`src/rtl/router_pkg.sv`:
```
// Shared router definitions: header field layout, egress FSM states
// and the 32-bit FIFO/link word type.
package router_pkg;

  localparam int LEN_W_DEF    = 8;
  localparam int DEST_LSB_DEF = 24;
  localparam int DEST_W       = 8;

  typedef logic [31:0] word_t;

  typedef enum logic [0:0] {
    IDLE    = 1'b0,
    PAYLOAD = 1'b1
  } state_t;

endpackage

```
`src/rtl/pkt_len_counter.sv`:
```
// Payload word counter for pkt_egress: loads the header length,
// counts popped payload words down and flags last/zero-length.
module pkt_len_counter
  import router_pkg::*;
#(
  parameter int LEN_W = LEN_W_DEF
) (
  input  logic             clock,
  input  logic             reset_n,
  input  logic             i_load,
  input  logic             i_dec,
  input  logic [LEN_W-1:0] i_len,
  output logic             o_zero,
  output logic             o_last
);

  logic [LEN_W-1:0] r_rem;

  // Load on header pop, count down on payload pop, never wrap below 0.
  always_ff @(posedge clock or negedge reset_n) begin
    if (!reset_n) begin
      r_rem <= '0;
    end else if (i_load) begin
      r_rem <= i_len;
    end else if (i_dec && (r_rem != '0)) begin
      r_rem <= r_rem - 1'b1;
    end
  end

  assign o_zero = (i_len == '0);
  assign o_last = (r_rem == {{(LEN_W-1){1'b0}}, 1'b1});

endmodule

```
`src/rtl/pkt_egress.sv`:
```
// Port FIFO drain and packet framer onto a valid/ready stream.
// Optional counters enabled by defining PKT_EGRESS_STATS_EN.
module pkt_egress
  import router_pkg::*;
#(
  parameter int LEN_W    = LEN_W_DEF,
  parameter int DEST_LSB = DEST_LSB_DEF
) (
  input  logic              clock,
  input  logic              reset_n,
  input  logic              fifo_empty,
  input  word_t             fifo_dout,
  output logic              fifo_pop,
  output word_t             out_data,
  output logic              out_valid,
  output logic              out_sop,
  output logic              out_eop,
  input  logic              out_ready,
  output logic [DEST_W-1:0] out_dest,
  output logic              busy
`ifdef PKT_EGRESS_STATS_EN
  ,
  output logic [15:0]       pkt_count,
  output logic [15:0]       underrun_count
`endif
);

  state_t            r_state;
  word_t             r_data;
  logic              r_valid;
  logic              r_sop;
  logic              r_eop;
  logic [DEST_W-1:0] r_dest;

  logic w_free;
  logic w_pop;
  logic w_hdr_pop;
  logic w_pay_pop;
  logic w_zero;
  logic w_last;

  assign w_free    = !r_valid || out_ready;
  assign w_pop     = reset_n && !fifo_empty && w_free;
  assign w_hdr_pop = w_pop && (r_state == IDLE);
  assign w_pay_pop = w_pop && (r_state == PAYLOAD);

  pkt_len_counter #(
    .LEN_W (LEN_W)
  ) u_len (
    .clock   (clock),
    .reset_n (reset_n),
    .i_load  (w_hdr_pop),
    .i_dec   (w_pay_pop),
    .i_len   (fifo_dout[LEN_W-1:0]),
    .o_zero  (w_zero),
    .o_last  (w_last)
  );

  // Output register and framing FSM; pop and load share one edge.
  always_ff @(posedge clock or negedge reset_n) begin
    if (!reset_n) begin
      r_state <= IDLE;
      r_data  <= '0;
      r_valid <= 1'b0;
      r_sop   <= 1'b0;
      r_eop   <= 1'b0;
      r_dest  <= '0;
    end else if (w_pop) begin
      r_data  <= fifo_dout;
      r_valid <= 1'b1;
      unique case (1'b1)
        w_hdr_pop: begin
          r_sop   <= 1'b1;
          r_eop   <= w_zero;
          r_dest  <= fifo_dout[DEST_LSB +: DEST_W];
          r_state <= w_zero ? IDLE : PAYLOAD;
        end
        w_pay_pop: begin
          r_sop   <= 1'b0;
          r_eop   <= w_last;
          r_state <= w_last ? IDLE : PAYLOAD;
        end
        default: begin
          r_sop <= r_sop;
        end
      endcase
    end else if (w_free) begin
      r_valid <= 1'b0;
    end
  end

  assign fifo_pop  = w_pop;
  assign out_data  = r_data;
  assign out_valid = r_valid;
  assign out_sop   = r_sop;
  assign out_eop   = r_eop;
  assign out_dest  = r_dest;
  assign busy      = (r_state == PAYLOAD);

`ifdef PKT_EGRESS_STATS_EN
  logic [15:0] r_pkt_cnt;
  logic [15:0] r_urun_cnt;

  // Wrapping accepted-packet count and saturating underrun-cycle count.
  always_ff @(posedge clock or negedge reset_n) begin
    if (!reset_n) begin
      r_pkt_cnt  <= '0;
      r_urun_cnt <= '0;
    end else begin
      if (r_valid && out_ready && r_eop)
        r_pkt_cnt <= r_pkt_cnt + 16'd1;
      if ((r_state == PAYLOAD) && w_free && fifo_empty &&
          (r_urun_cnt != 16'hFFFF))
        r_urun_cnt <= r_urun_cnt + 16'd1;
    end
  end

  assign pkt_count      = r_pkt_cnt;
  assign underrun_count = r_urun_cnt;
`endif

endmodule

```
`config.mk`:
```
export PLATFORM = sky130hd
export DESIGN_NAME = pkt_egress
export DESIGN_NICKNAME = d
export VERILOG_FILES = /design/src/rtl/router_pkg.sv /design/src/rtl/pkt_len_counter.sv /design/src/rtl/pkt_egress.sv
export SDC_FILE = /design/constraint.sdc
export NUM_CORES = 1
export LEC_CHECK = 0
export ABC_CLOCK_PERIOD_IN_PS = 4950
export BUFFER_PORTS_ARGS = -buffer_cell sky130_fd_sc_hd__buf_4
export CAP_MARGIN = 25
export CORE_ASPECT_RATIO = 0.9
export CORE_UTILIZATION = 53
export DETAILED_ROUTE_END_ITERATION = 6
export PLACE_DENSITY = 0.93
export SLEW_MARGIN = 25
export SYNTH_ARGS = -nofsm -noshare
export SYNTH_HDL_FRONTEND = slang
export SYNTH_SLANG_ARGS = --single-unit
```
`constraint.sdc`:
```
create_clock -name clock -period 4.95 [get_ports clock]
set_input_delay 0.495 -clock clock [delete_from_list [all_inputs] [get_ports clock]]
set_output_delay 0.495 -clock clock [all_outputs]
set_load 0.01 [all_outputs]
```
### Word level (Yosys, flattened, before mapping)

Index checks and enable logic that the tools add are counted.

| storage, ports and cells | value |
|---|---|
| output and inout port bits | 45 |
| bits of input ports | 36 |
| flip-flop bits (word level) | 52 |

| operators by class | value |
|---|---|
| $add $sub $neg | 1 |
| reduce and logical (&&, ||, !) cells | 15 |
| mux-type cells | 9 |
| equality and inequality tests | 1 |
| bitwise operators | 1 |

Operators by type and width:

| operator | number |
|---|---|
| $mux 8 | 2 |
| $eq 8x1->1 const B | 1 |
| $logic_not 8->1 | 1 |
| $reduce_bool 8->1 | 1 |
| $sub 8x1->8 const B | 1 |
| $pmux 1 s2 | 3 |
| $reduce_bool 2->1 | 3 |
| $logic_and 1x1->1 | 5 |
| $mux 1 | 4 |
| $reduce_and 2->1 | 2 |
| $logic_not 1->1 | 2 |
| $logic_or 1x1->1 | 1 |
| $not 1->1 | 1 |

### Depth between registers and ports, before layout

Gate-level depths: netlist of run 1.

| logic depth | value |
|---|---|
| word-level depth | 7 |
| mapped depth | 7 |

### Cells and area by module

Synthesis of run 1 repeated with hierarchy kept, for this count alone.

| unflattened totals | value |
|---|---|
| cells, all modules | 171 |
| area, all modules | 2367.3 sq um |

By module, submodules not included:

| module | times used | cells an instance | area each (sq um) | seq. area each (sq um) |
|---|---|---|---|---|
| pkt_egress | 1 | 103 | 1727.9 | 1101.1 |
| pkt_len_counter | 1 | 68 | 639.4 | 200.2 |

### Worst setup path before layout of run 1

OpenSTA, ideal clock, no wires.

| timing path | value |
|---|---|
| kind | input -> output |
| start | input port reset_n |
| end | output port fifo_pop |
| path buffers | 2 |
| stages on the path | 5 |
| setup slack | 3322 ps |
| arrival | 1133 ps |
| cells stage by stage | nor2b_1 > nand2_1 > inv_1 > buf_2 > buf_2 |

| on the way | value |
|---|---|
| longest elaborated chain between the ends | 2 |

RTL lines:

| item | line | text |
|---|---|---|
| start, declared | pkt_egress.sv:10 | `input logic reset_n,` |
| $logic_and 1x1->1 (2 in series) | pkt_egress.sv:43 | `assign w_pop = reset_n && !fifo_empty && w_free;` |
| end, declared | pkt_egress.sv:13 | `output logic fifo_pop,` |

Every way passes these cells.

### Worst setup path in the final report of run 1

Ends and elaborated chain as after synthesis.

==> impl_metrics.py, run 1 <==
metrics = {
    "route": {
        "drtPass1Iterations": 6,
        "ant_nets": 0,
        "drc": 4,
        "routedWlPerCell_um": 14.7,
        "vias": 1932,
        "vias_per_cell": 5.31,
        "postRouteWirelength_um": 5370,
        "drt-initial-drc-count": 92,
    },
    "cts": {
        "cts-root-buf": "clkbuf_8",
        "cts.sinks": 52,
        "clk_latency_ps": 310,
        "hold_buffers": 0,
        "cts_max_level": 2,
        "postCtsSetupRepairBufs": 0,
        "clockBufferDepth": 2,
        "numCtsBuffers": 5,
        "ctsResizeCount": 0,
        "clk_pin_slew_worst_paths_ps": 80,
        "cts_tree": "done",
    },
    "critical_path": {
        "r2r_setup_slack_ps": 2950,
        "cp.buffers_inverters": 5,
        "r2r-start": "u_len.r_rem[0]",
        "crit_start": "reset_n",
        "worstPathRequired_ps": 4450,
        "crit_type": "in -> out",
        "rr_worst_depth": 6,
        "crit_top_cell": "buf_4",
        "slowest_delay_ps": 520,
        "rr_endpoint": "u_len.r_rem[6]",
        "worstPathArrival_ps": 2290,
        "cpLargestDelayFamily": "buffers and inverters",
        "cp_slowest_cell": "buf_4",
        "end_kind": "output port",
        "critPathLaunchType": "primary input",
        "worstPathMaxFanout": 54,
        "path_cells": "buf_4, nor2b_1, nand2_1, buf_4, inv_1, buf_4, buf_4",
    },
    "synthesis": {
        "synth_area_um2": 2290,
        "ys_ff_latch": 52,
        "synth_ff_type": "dfrtp_1",
        "yosys_warnings": 0,
        "syn_nets": 275,
        "syn_inst": 237,
        "async_reset_ff_share_pct": 100,
        "syn_area_per_cell_um2": 9.68,
        "yosysUniqueCellTypes": 42,
        "synth_edf_count": 0,
        "seq_area_frac_synth_pct": 56.7,
    },
    "global_route": {
        "grt.total_usage_pct": 26.0,
        "grt_antenna_before_repair": 0,
        "grt_pass1_wl_um": 9020,
        "gr-total-overflow": 0,
        "grt_max_degree": 55,
        "grt_pass1_vias": 2019,
    },
    "sta": {
        "slew_viol_final": 0,
        "fin_skew_ps": 7.08,
        "fmax_mhz": 359,
        "timing.hold.ws_ps": 222,
        "setup_tns_ps": 0,
        "postLayoutSetupSlackWorst_ps": 2160,
        "finalSetupViolCount": 0,
        "worst_pin_slew_ps": 730,
        "slew_headroom_pct": 51.2,
        "timing_hold_violations_final": 0,
        "min_period_ps": 2790,
        "fin_crit_sh_pct": 56.3,
        "rsz0062_at_grt": "false",
    },
    "finish": {
        "diodes": 0,
        "fillCellCount": 290,
        "post-route-cell-area_um2": 3000,
        "final_common_cell": "nand2_1",
        "fin_nets": 353,
        "syn_to_final_growth_pct": 30.9,
        "layout-drive-gt1-share_pct": 32.9,
        "final_cell_mix": "104 x nand2_1, 82 x buf_4, 52 x dfrtp_1",
    },
    "power_and_ir_drop": {
        "p_sw_w": 0.000395,
        "internal_power_w": 0.000822,
        "p_leak_nw": 1.56,
        "power.density_nw_per_um2": 405,
        "swShare_pct": 32.4,
        "total_power_w": 0.00122,
        "power_frac_comb_pct": 30.3,
        "ir_drop_mv": 0.276,
        "pwr-share-clk_pct": 20.3,
        "seqPwrFrac_pct": 49.4,
    },
    "placed_design": {
        "dp_hpwl_um": 3760,
        "gp_congestion": 0.841,
        "numPortBuffers": 80,
        "placed_area_um2": 2910,
        "place_ws_ps": 2160,
    },
    "floorplan": {
        "die-area_um2": 4590,
        "core_um2": 4100,
        "initial_core_util_pct": 55.9,
        "die_x_um": 71.3,
        "die_y_um": 64.4,
        "fp-row-count": 22,
        "io_pins": 81,
    },
    "hold_path": {
        "hold_class": "in -> async",
    },
    "run_status": {
        "violations": "design-rule violations",
        "outcome": "complete, but fails checks",
    },
    "job": {
        "maxCapViolCount": 0,
    },
}
[worst max path at each step]
stage,depth (start not counted),end
after global placement,7,fifo_pop
after CTS,7,fifo_pop
after floorplan,5,fifo_pop
after detailed placement,7,fifo_pop
final,7,fifo_pop
after global routing,7,fifo_pop
[area by class of cell]
cell class	count	area, um2	share of cell area (%)
clock buffers	8	90.1	3.00
well taps	48	60.1	2.00
inverters	6	22.5	0.750
flip-flops and latches	52	1300	43.3
repair buffers	82	616	20.5
multi-input cells	168	913	30.4
[synth_stat cells, types with 2 or more instances]
master | instances | area, um2
buf_2 | 3 | 15.0
inv_1 | 6 | 22.5
ha_1 | 2 | 25.0
nor3_1 | 6 | 30.0
dfrtp_1 | 52 | 1300
nor2_1 | 5 | 18.8
and4_1 | 2 | 17.5
o21ai_0 | 3 | 15.0
nand3_1 | 5 | 25.0
mux2_2 | 8 | 90.1
nor3_2 | 2 | 20.0
nand2b_1 | 3 | 18.8
nor4b_4 | 2 | 47.6
nor4_1 | 2 | 12.5
nand2_1 | 104 | 390
o211ai_1 | 2 | 15.0
buf_1 | 5 | 18.8
[power groups by stage]
stage               sequential (W)  combinational, W  clock, W
floorplan                 0.000623          0.000168         0
global placement          0.000604          0.000353         0
detailed placement        0.000607          0.000369         0
CTS                       0.000601          0.000371  0.000248
global route              0.000614          0.000404  0.000269
finish                    0.000601          0.000368  0.000247
[routing by layer]
layer | vias to the layer above | track usage, % | part of all wire (%)
met4 | 0 | 11.3 | 1.9
met5 | - | 0 | 0
met2 | 69 | 42.7 | 47
li1 | 925 | - | -
met1 | 925 | 32.5 | 44
met3 | 13 | 6.94 | 7.1
[per-stage QoR]
step / instances / utilization [%]
floorplan: 237 / -
global placement: 356 / 71.0
detailed placement: 356 / 71.0
CTS: 364 / 73.2
global route: 364 / 73.2
finish: 364 / 73.2
[logic make-up after synthesis]
| family | Yosys count | share of synthesized area, % |
|---|---|---|
| simple gates | 138 | 27.9 |
| flops | 52 | 56.7 |
| compound gates | 19 | 6.49 |
| buf+inv | 17 | 3.44 |
| mux | 9 | 4.36 |
| fa+ha+maj | 2 | 1.09 |
[registers in the layout, indices dropped and copies added (netlist names)]
register and count:
out_data 32, out_eop 1, u_len.r_rem 8, out_valid 1, out_sop 1, busy 1, out_dest 8
(Power assumes the default switching activity.)
==> run 2: changes to the inputs <==
--- a/config.mk
+++ b/config.mk
@@ -5,13 +5,14 @@
 export SDC_FILE = /design/constraint.sdc
 export NUM_CORES = 1
 export LEC_CHECK = 0
-export ABC_CLOCK_PERIOD_IN_PS = 4950
+export ABC_AREA = 1
+export ABC_CLOCK_PERIOD_IN_PS = 2710
 export BUFFER_PORTS_ARGS = -buffer_cell sky130_fd_sc_hd__buf_4
 export CAP_MARGIN = 25
 export CORE_ASPECT_RATIO = 0.9
-export CORE_UTILIZATION = 53
+export CORE_UTILIZATION = 49
 export DETAILED_ROUTE_END_ITERATION = 6
-export PLACE_DENSITY = 0.93
+export PLACE_DENSITY = 0.88
 export SLEW_MARGIN = 25
 export SYNTH_ARGS = -nofsm -noshare
 export SYNTH_HDL_FRONTEND = slang
==> constraint.sdc (replaced) <==
create_clock -name clock -period 2.71 [get_ports clock]
set_input_delay 0.271 -clock clock [delete_from_list [all_inputs] [get_ports clock]]
set_output_delay 0.271 -clock clock [all_outputs]
set_load 0.01 [all_outputs]
==> run 2 against run 1 <==
Register-to-register slack got worse by 1800 ps; synthesized cell count increased by 14%; final area decreased by 1.2%; via count increased by 3.9%; the flow now finishes without violations; sequential cell count unchanged; sequential power increased by 81%; first-iteration DRC count increased by 13%; clock power increased by 71%; highest routed layer unchanged.
==> impl_metrics.py, run 2 <==
metrics = {
    "floorplan": {
        "initial_core_util_pct": 50.8,
        "core_um2": 4430,
        "io_pins": 81,
        "fp-row-count": 23,
        "die-area_um2": 4870,
        "die_y_um": 66.3,
        "die_x_um": 73.5,
    },
    "sta": {
        "slew_headroom_pct": 57.4,
        "finalSetupViolCount": 0,
        "fin_crit_sh_pct": 60.5,
        "rsz0062_at_grt": "false",
        "timing.hold.ws_ps": 103,
        "slew_viol_final": 0,
        "fmax_mhz": 610,
        "fin_skew_ps": 5.09,
        "setup_tns_ps": 0,
        "timing_hold_violations_final": 0,
        "worst_pin_slew_ps": 640,
        "min_period_ps": 1640,
    },
    "critical_path": {
        "cpLargestDelayFamily": "buffers and inverters",
        "r2r_setup_slack_ps": 1110,
        "r2r-start": "busy",
        "critPathLaunchType": "register",
        "crit_top_cell": "nand2_2",
        "path_cells": "nand2_2, nand2_2, inv_2, buf_4",
        "rr_endpoint": "busy",
        "crit_type": "reg -> out",
        "end_kind": "output port",
        "worstPathArrival_ps": 1370,
        "cp.buffers_inverters": 2,
        "worstPathMaxFanout": 20,
        "worstPathRequired_ps": 2440,
        "rr_worst_depth": 6,
        "cp_slowest_cell": "dfrtp_1",
        "slowest_delay_ps": 400,
    },
    "route": {
        "drc": 0,
        "routedWlPerCell_um": 12.5,
        "drtPass1Iterations": 4,
        "vias": 2008,
        "drt-initial-drc-count": 104,
        "vias_per_cell": 4.89,
        "ant_nets": 0,
        "postRouteWirelength_um": 5160,
    },
    "finish": {
        "diodes": 0,
        "final_cell_mix": "111 x nand2_1, 82 x buf_4, 52 x dfrtp_1",
        "syn_to_final_growth_pct": 31.7,
        "final_common_cell": "nand2_1",
        "fin_nets": 387,
        "instances_no_fill": 411,
        "layout-drive-gt1-share_pct": 28.4,
        "largest_reg_flops": 32,
    },
    "cts": {
        "clk_latency_ps": 300,
        "ctsResizeCount": 0,
        "clockBufferDepth": 2,
        "cts_tree": "done",
        "cts.sinks": 52,
        "cts_max_level": 2,
        "hold_buffers": 0,
        "numCtsBuffers": 5,
        "postCtsSetupRepairBufs": 0,
        "cts-root-buf": "clkbuf_8",
        "clk_pin_slew_worst_paths_ps": 90,
    },
    "power_and_ir_drop": {
        "seqPwrFrac_pct": 47.1,
        "ir_drop_mv": 0.468,
        "pwr-share-clk_pct": 18.2,
        "power_frac_comb_pct": 34.7,
        "p_sw_w": 0.000804,
        "swShare_pct": 34.7,
        "internal_power_w": 0.00151,
        "power.density_nw_per_um2": 781,
        "p_leak_nw": 1.68,
    },
    "global_route": {
        "grt.met3_usage_pct": 6.25,
        "grt_max_degree": 53,
        "use_met2_pct": 38.0,
        "grt_pass1_wl_um": 8310,
        "gr-total-overflow": 0,
        "grt_antenna_before_repair": 0,
        "grt.total_usage_pct": 22.8,
        "grt_busiest_layer": "met2",
        "grt_util_met1_pct": 28.2,
        "grt_pass1_vias": 1891,
    },
    "synthesis": {
        "syn_inst": 269,
        "yosysUniqueCellTypes": 22,
        "yosys.area.top_type": "dfrtp_1",
        "syn_area_per_cell_um2": 8.38,
        "synth_common_cells": "111 x nand2_1, 52 x dfrtp_1, 29 x o21ai_0, 27 x inv_1, 12 x nor2_1",
        "synth_edf_count": 0,
        "ys_top_cells_by_area": "dfrtp_1 58%, nand2_1 18%, o21ai_0 6.4%",
        "synth_ff_type": "dfrtp_1",
        "seq_area_frac_synth_pct": 57.7,
        "yosysMostFrequentCell": "nand2_1",
        "async_reset_ff_share_pct": 100,
        "syn_nets": 307,
        "ys_ff_latch": 52,
        "yosys_warnings": 0,
        "synth_area_um2": 2250,
        "synth.top_cell.area_share_pct": 57.7,
    },
    "placed_design": {
        "gp_congestion": 0.815,
        "dp_hpwl_um": 3550,
        "numPortBuffers": 80,
        "dp_cells": 404,
    },
    "run_status": {
        "outcome": "finished, final reports clean",
    },
    "job": {
        "maxCapViolCount": 0,
    },
    "hold_path": {
        "hold_class": "in -> async",
    },
}
==> run 2: final cells by class <==
type / instances / area [um2]
clock buffer: 5 / 68.8
clock inverter: 2 / 12.5
fill: 395 / 1460
inverter: 30 / 115
multi-input combinational: 178 / 777
sequential: 52 / 1300
tap: 62 / 77.6
timing repair buffer: 82 / 616
==> run 2: metal layers <==
layer / up-vias / part of all wire [%]
met3: 11 / 6.1
li1: 982 / -
met1: 952 / 42
met5: - / 0
met2: 63 / 50
met4: 0 / 1.5
==> run 2: how the worst max path moves through the flow <==
| stage | startpoint | endpoint | slack, ps | depth (start not counted) |
|---|---|---|---|---|
| floorplan | u_len.r_rem[0] | u_len.r_rem[7] | 1440 | 9 |
| CTS | out_valid | fifo_pop | 1050 | 4 |
| global route | out_valid | fifo_pop | 970 | 4 |
| detailed placement | reset_n | busy | 1150 | 8 |
| global placement | reset_n | busy | 1200 | 8 |
| finish | out_valid | fifo_pop | 1070 | 4 |
==> run 2: kinds of logic after synthesis <==
family | share of synthesized area, %
compound gates | 7.83
xor+xnor | 0.389
fa+ha+maj | 1.11
buf+inv | 7.77
flops | 57.7
simple gates | 25.2
==> run 2: through the flow <==
stage	cell area [um2]	util, %	worst slack, ps	total power (W)
6_report	2970	67.0	1070	0.00232
5_1_grt	2970	67.0	974	0.00248
4_1_cts	2970	67.0	1050	0.00233
3_5_place_dp	2890	65.1	1150	0.00190
3_3_place_gp	2890	65.1	1200	0.00186
2_1_floorplan	2250	-	1440	0.00152
==> run 2: power by group through the flow <==
stage / combinational (W) / sequential [W] / clock (W)
2_1_floorplan: 0.000373 / 0.00115 / 0
6_report: 0.000804 / 0.00109 / 0.000422
5_1_grt: 0.000895 / 0.00112 / 0.000466
3_3_place_gp: 0.000767 / 0.00109 / 0
4_1_cts: 0.000807 / 0.00109 / 0.000436
3_5_place_dp: 0.000800 / 0.00110 / 0
==> run 3: changes to the inputs <==
--- a/config.mk
+++ b/config.mk
@@ -6,13 +6,13 @@
 export NUM_CORES = 1
 export LEC_CHECK = 0
 export ABC_AREA = 1
-export ABC_CLOCK_PERIOD_IN_PS = 2710
+export ABC_CLOCK_PERIOD_IN_PS = 1400
 export BUFFER_PORTS_ARGS = -buffer_cell sky130_fd_sc_hd__buf_4
 export CAP_MARGIN = 25
 export CORE_ASPECT_RATIO = 0.9
-export CORE_UTILIZATION = 49
+export CORE_UTILIZATION = 44
 export DETAILED_ROUTE_END_ITERATION = 6
-export PLACE_DENSITY = 0.88
+export PLACE_DENSITY = 0.84
 export SLEW_MARGIN = 25
 export SYNTH_ARGS = -nofsm -noshare
 export SYNTH_HDL_FRONTEND = slang
==> constraint.sdc (replaced) <==
create_clock -name clock -period 1.4 [get_ports clock]
set_input_delay 0.14 -clock clock [delete_from_list [all_inputs] [get_ports clock]]
set_output_delay 0.14 -clock clock [all_outputs]
set_load 0.01 [all_outputs]
==> run 3 against run 2 <==
Utilization down 2.3 points; critical path depth up 4; setup slack worse by 1000 ps; sequential share of layout area down 2.7 points; clock skew up 3.6 ps; final area up 6.6%; first-iteration DRC count up 73%; critical path type is now reg -> reg.
==> impl_metrics.py, run 3 (synthesis gave the netlist of run 2 again) <==
metrics = {
    "finish": {
        "final_util_pct": 64.6,
        "syn_to_final_growth_pct": 40.4,
        "largest_reg_flops": 32,
        "post-route-cell-area_um2": 3160,
        "diodes": 0,
        "final_cell_mix": "110 x nand2_1, 90 x buf_4, 52 x dfrtp_1",
        "fin_nets": 398,
        "final_common_cell": "nand2_1",
        "instances_no_fill": 426,
        "fillCellCount": 445,
        "layout-drive-gt1-share_pct": 32.4,
    },
    "job": {
        "maxCapViolCount": 0,
    },
    "critical_path": {
        "crit_start": "u_len.r_rem[2]",
        "r2r_setup_slack_ps": 30,
        "rr_endpoint": "u_len.r_rem[7]",
        "end_kind": "register",
        "rr_worst_depth": 8,
        "crit_type": "reg -> reg",
        "critPathCapture": "u_len.r_rem[7]",
        "worstPathArrival_ps": 1560,
        "worstPathRequired_ps": 1590,
        "critPathLaunchType": "register",
        "worstPathMaxFanout": 10,
        "r2r-start": "u_len.r_rem[2]",
    },
    "cts": {
        "cts.sinks": 52,
        "numCtsBuffers": 5,
        "cts_max_level": 2,
        "clk_pin_slew_worst_paths_ps": 100,
        "cts_tree": "done",
        "clk_latency_ps": 300,
        "clockBufferDepth": 2,
        "cts-root-buf": "clkbuf_8",
    },
    "sta": {
        "setup_tns_ps": 0,
        "fin_skew_ps": 8.65,
        "timing_hold_violations_final": 0,
        "slew_headroom_pct": 57.3,
        "worst_pin_slew_ps": 641,
        "finalSetupViolCount": 0,
        "rsz0062_at_grt": "true",
        "fmax_mhz": 729,
        "fin_crit_sh_pct": 98.0,
        "min_period_ps": 1370,
        "postLayoutSetupSlackWorst_ps": 27.5,
        "slew_viol_final": 0,
    },
    "global_route": {
        "grt.total_usage_pct": 21.1,
        "grt_pass1_wl_um": 9000,
        "grt_max_degree": 53,
        "grt_pass1_vias": 1958,
        "gr-total-overflow": 0,
        "grt_antenna_before_repair": 0,
    },
    "route": {
        "drc": 0,
        "drt-initial-drc-count": 180,
        "routedWlPerCell_um": 12.9,
        "vias": 2073,
        "vias_per_cell": 4.87,
        "drtPass1Iterations": 4,
        "ant_nets": 0,
        "postRouteWirelength_um": 5480,
    },
    "placed_design": {
        "numPortBuffers": 80,
        "placed_area_um2": 2950,
        "dp_cells": 412,
        "place_ws_ps": 23.2,
        "gp_congestion": 0.865,
        "dp_hpwl_um": 3730,
    },
    "power_and_ir_drop": {
        "ir_drop_mv": 0.952,
        "p_leak_nw": 1.76,
        "power.density_nw_per_um2": 1570,
    },
    "floorplan": {
        "die_y_um": 69.9,
        "die-area_um2": 5410,
        "fp-row-count": 24,
        "core_um2": 4890,
        "initial_core_util_pct": 46.0,
        "die_x_um": 77.4,
        "io_pins": 81,
    },
    "hold_path": {
        "min_path_cells": 3,
        "hold_class": "in -> reg",
    },
    "run_status": {
        "outcome": "finished, final reports clean",
    },
}
==> run 3: cell count changes in the layout (fill, tap and decap cells not counted), moves of 2 or more <==
cell      delta
buf_4        +8
inv_6        +2
inv_1        -2
nand2_4      +2
nor2_1       -2
clkinv_4     +2
buf_12       +2
==> run 3: what timing repair did <==
item                                    4_1_cts  5_1_grt
endpoints found under the hold margin        52        0
hold buffers                                  1        0
resized for setup                             5       10
gates cloned                                  0        0
endpoints found under the setup margin        2        9
buffers inserted                              3        2
pin swaps                                     2        3
==> run 3: worst min-delay path by stage <==
| stage | startpoint | to | slack, ps |
|---|---|---|---|
| 4_1_cts | fifo_dout[20] | out_data[20] | 20 |
| 3_3_place_gp | reset_n | out_data[9] | 300 |
| 6_report | fifo_dout[8] | out_data[8] | 30 |
| 2_1_floorplan | reset_n | busy | -160 |
| 3_5_place_dp | reset_n | out_data[9] | 310 |
| 5_1_grt | fifo_dout[16] | out_data[16] | 20 |
==> run 3: critical path, stage by stage, from the launching register on <==
cell and delay [ps]:
dfrtp_1 440, inv_1 170, nand2_4 90, nor2_4 120, nand2_1 90, nand2_4 120, inv_6 70, nor2_1 110
a21oi_1 50
==> run 3: power breakdown <==
part           leakage [nW]  total, W  switching, W  internal [W]
Combinational          1.05   0.00181      0.000941      0.000873
Sequential            0.652   0.00212      0.000248       0.00187
Clock                0.0583   0.00104      0.000505      0.000539
Total                  1.76   0.00498       0.00169       0.00328
==> run 3: layer usage <==
metal	global-route usage (%)	vias up	wire length [um]
met4	4.82	0	68
li1	-	1005	-
met5	0	-	0
met1	28.2	985	2340
met3	5.23	11	335
met2	34.8	72	2730
==> run 3: through the flow <==
step / total power (W) / hold WS, ps
after global placement: 0.00367 / 304
after floorplan: 0.00295 / -156
final: 0.00498 / 26.3
after global routing: 0.00531 / 20.0
after detailed placement: 0.00373 / 314
after CTS: 0.00486 / 15.0
==> run 3: layout make-up <==
| cell class | instances | area [um2] | share of cell area (%) |
|---|---|---|---|
| Multi-Input combinational cell | 178 | 817 | 25.8 |
| Tap cell | 65 | 81.3 | 2.57 |
| Sequential cell | 52 | 1300 | 41.1 |
| Clock buffer | 5 | 68.8 | 2.17 |
| Inverter | 30 | 123 | 3.88 |
| Clock inverter | 3 | 47.5 | 1.50 |
| Timing Repair Buffer | 93 | 726 | 22.9 |
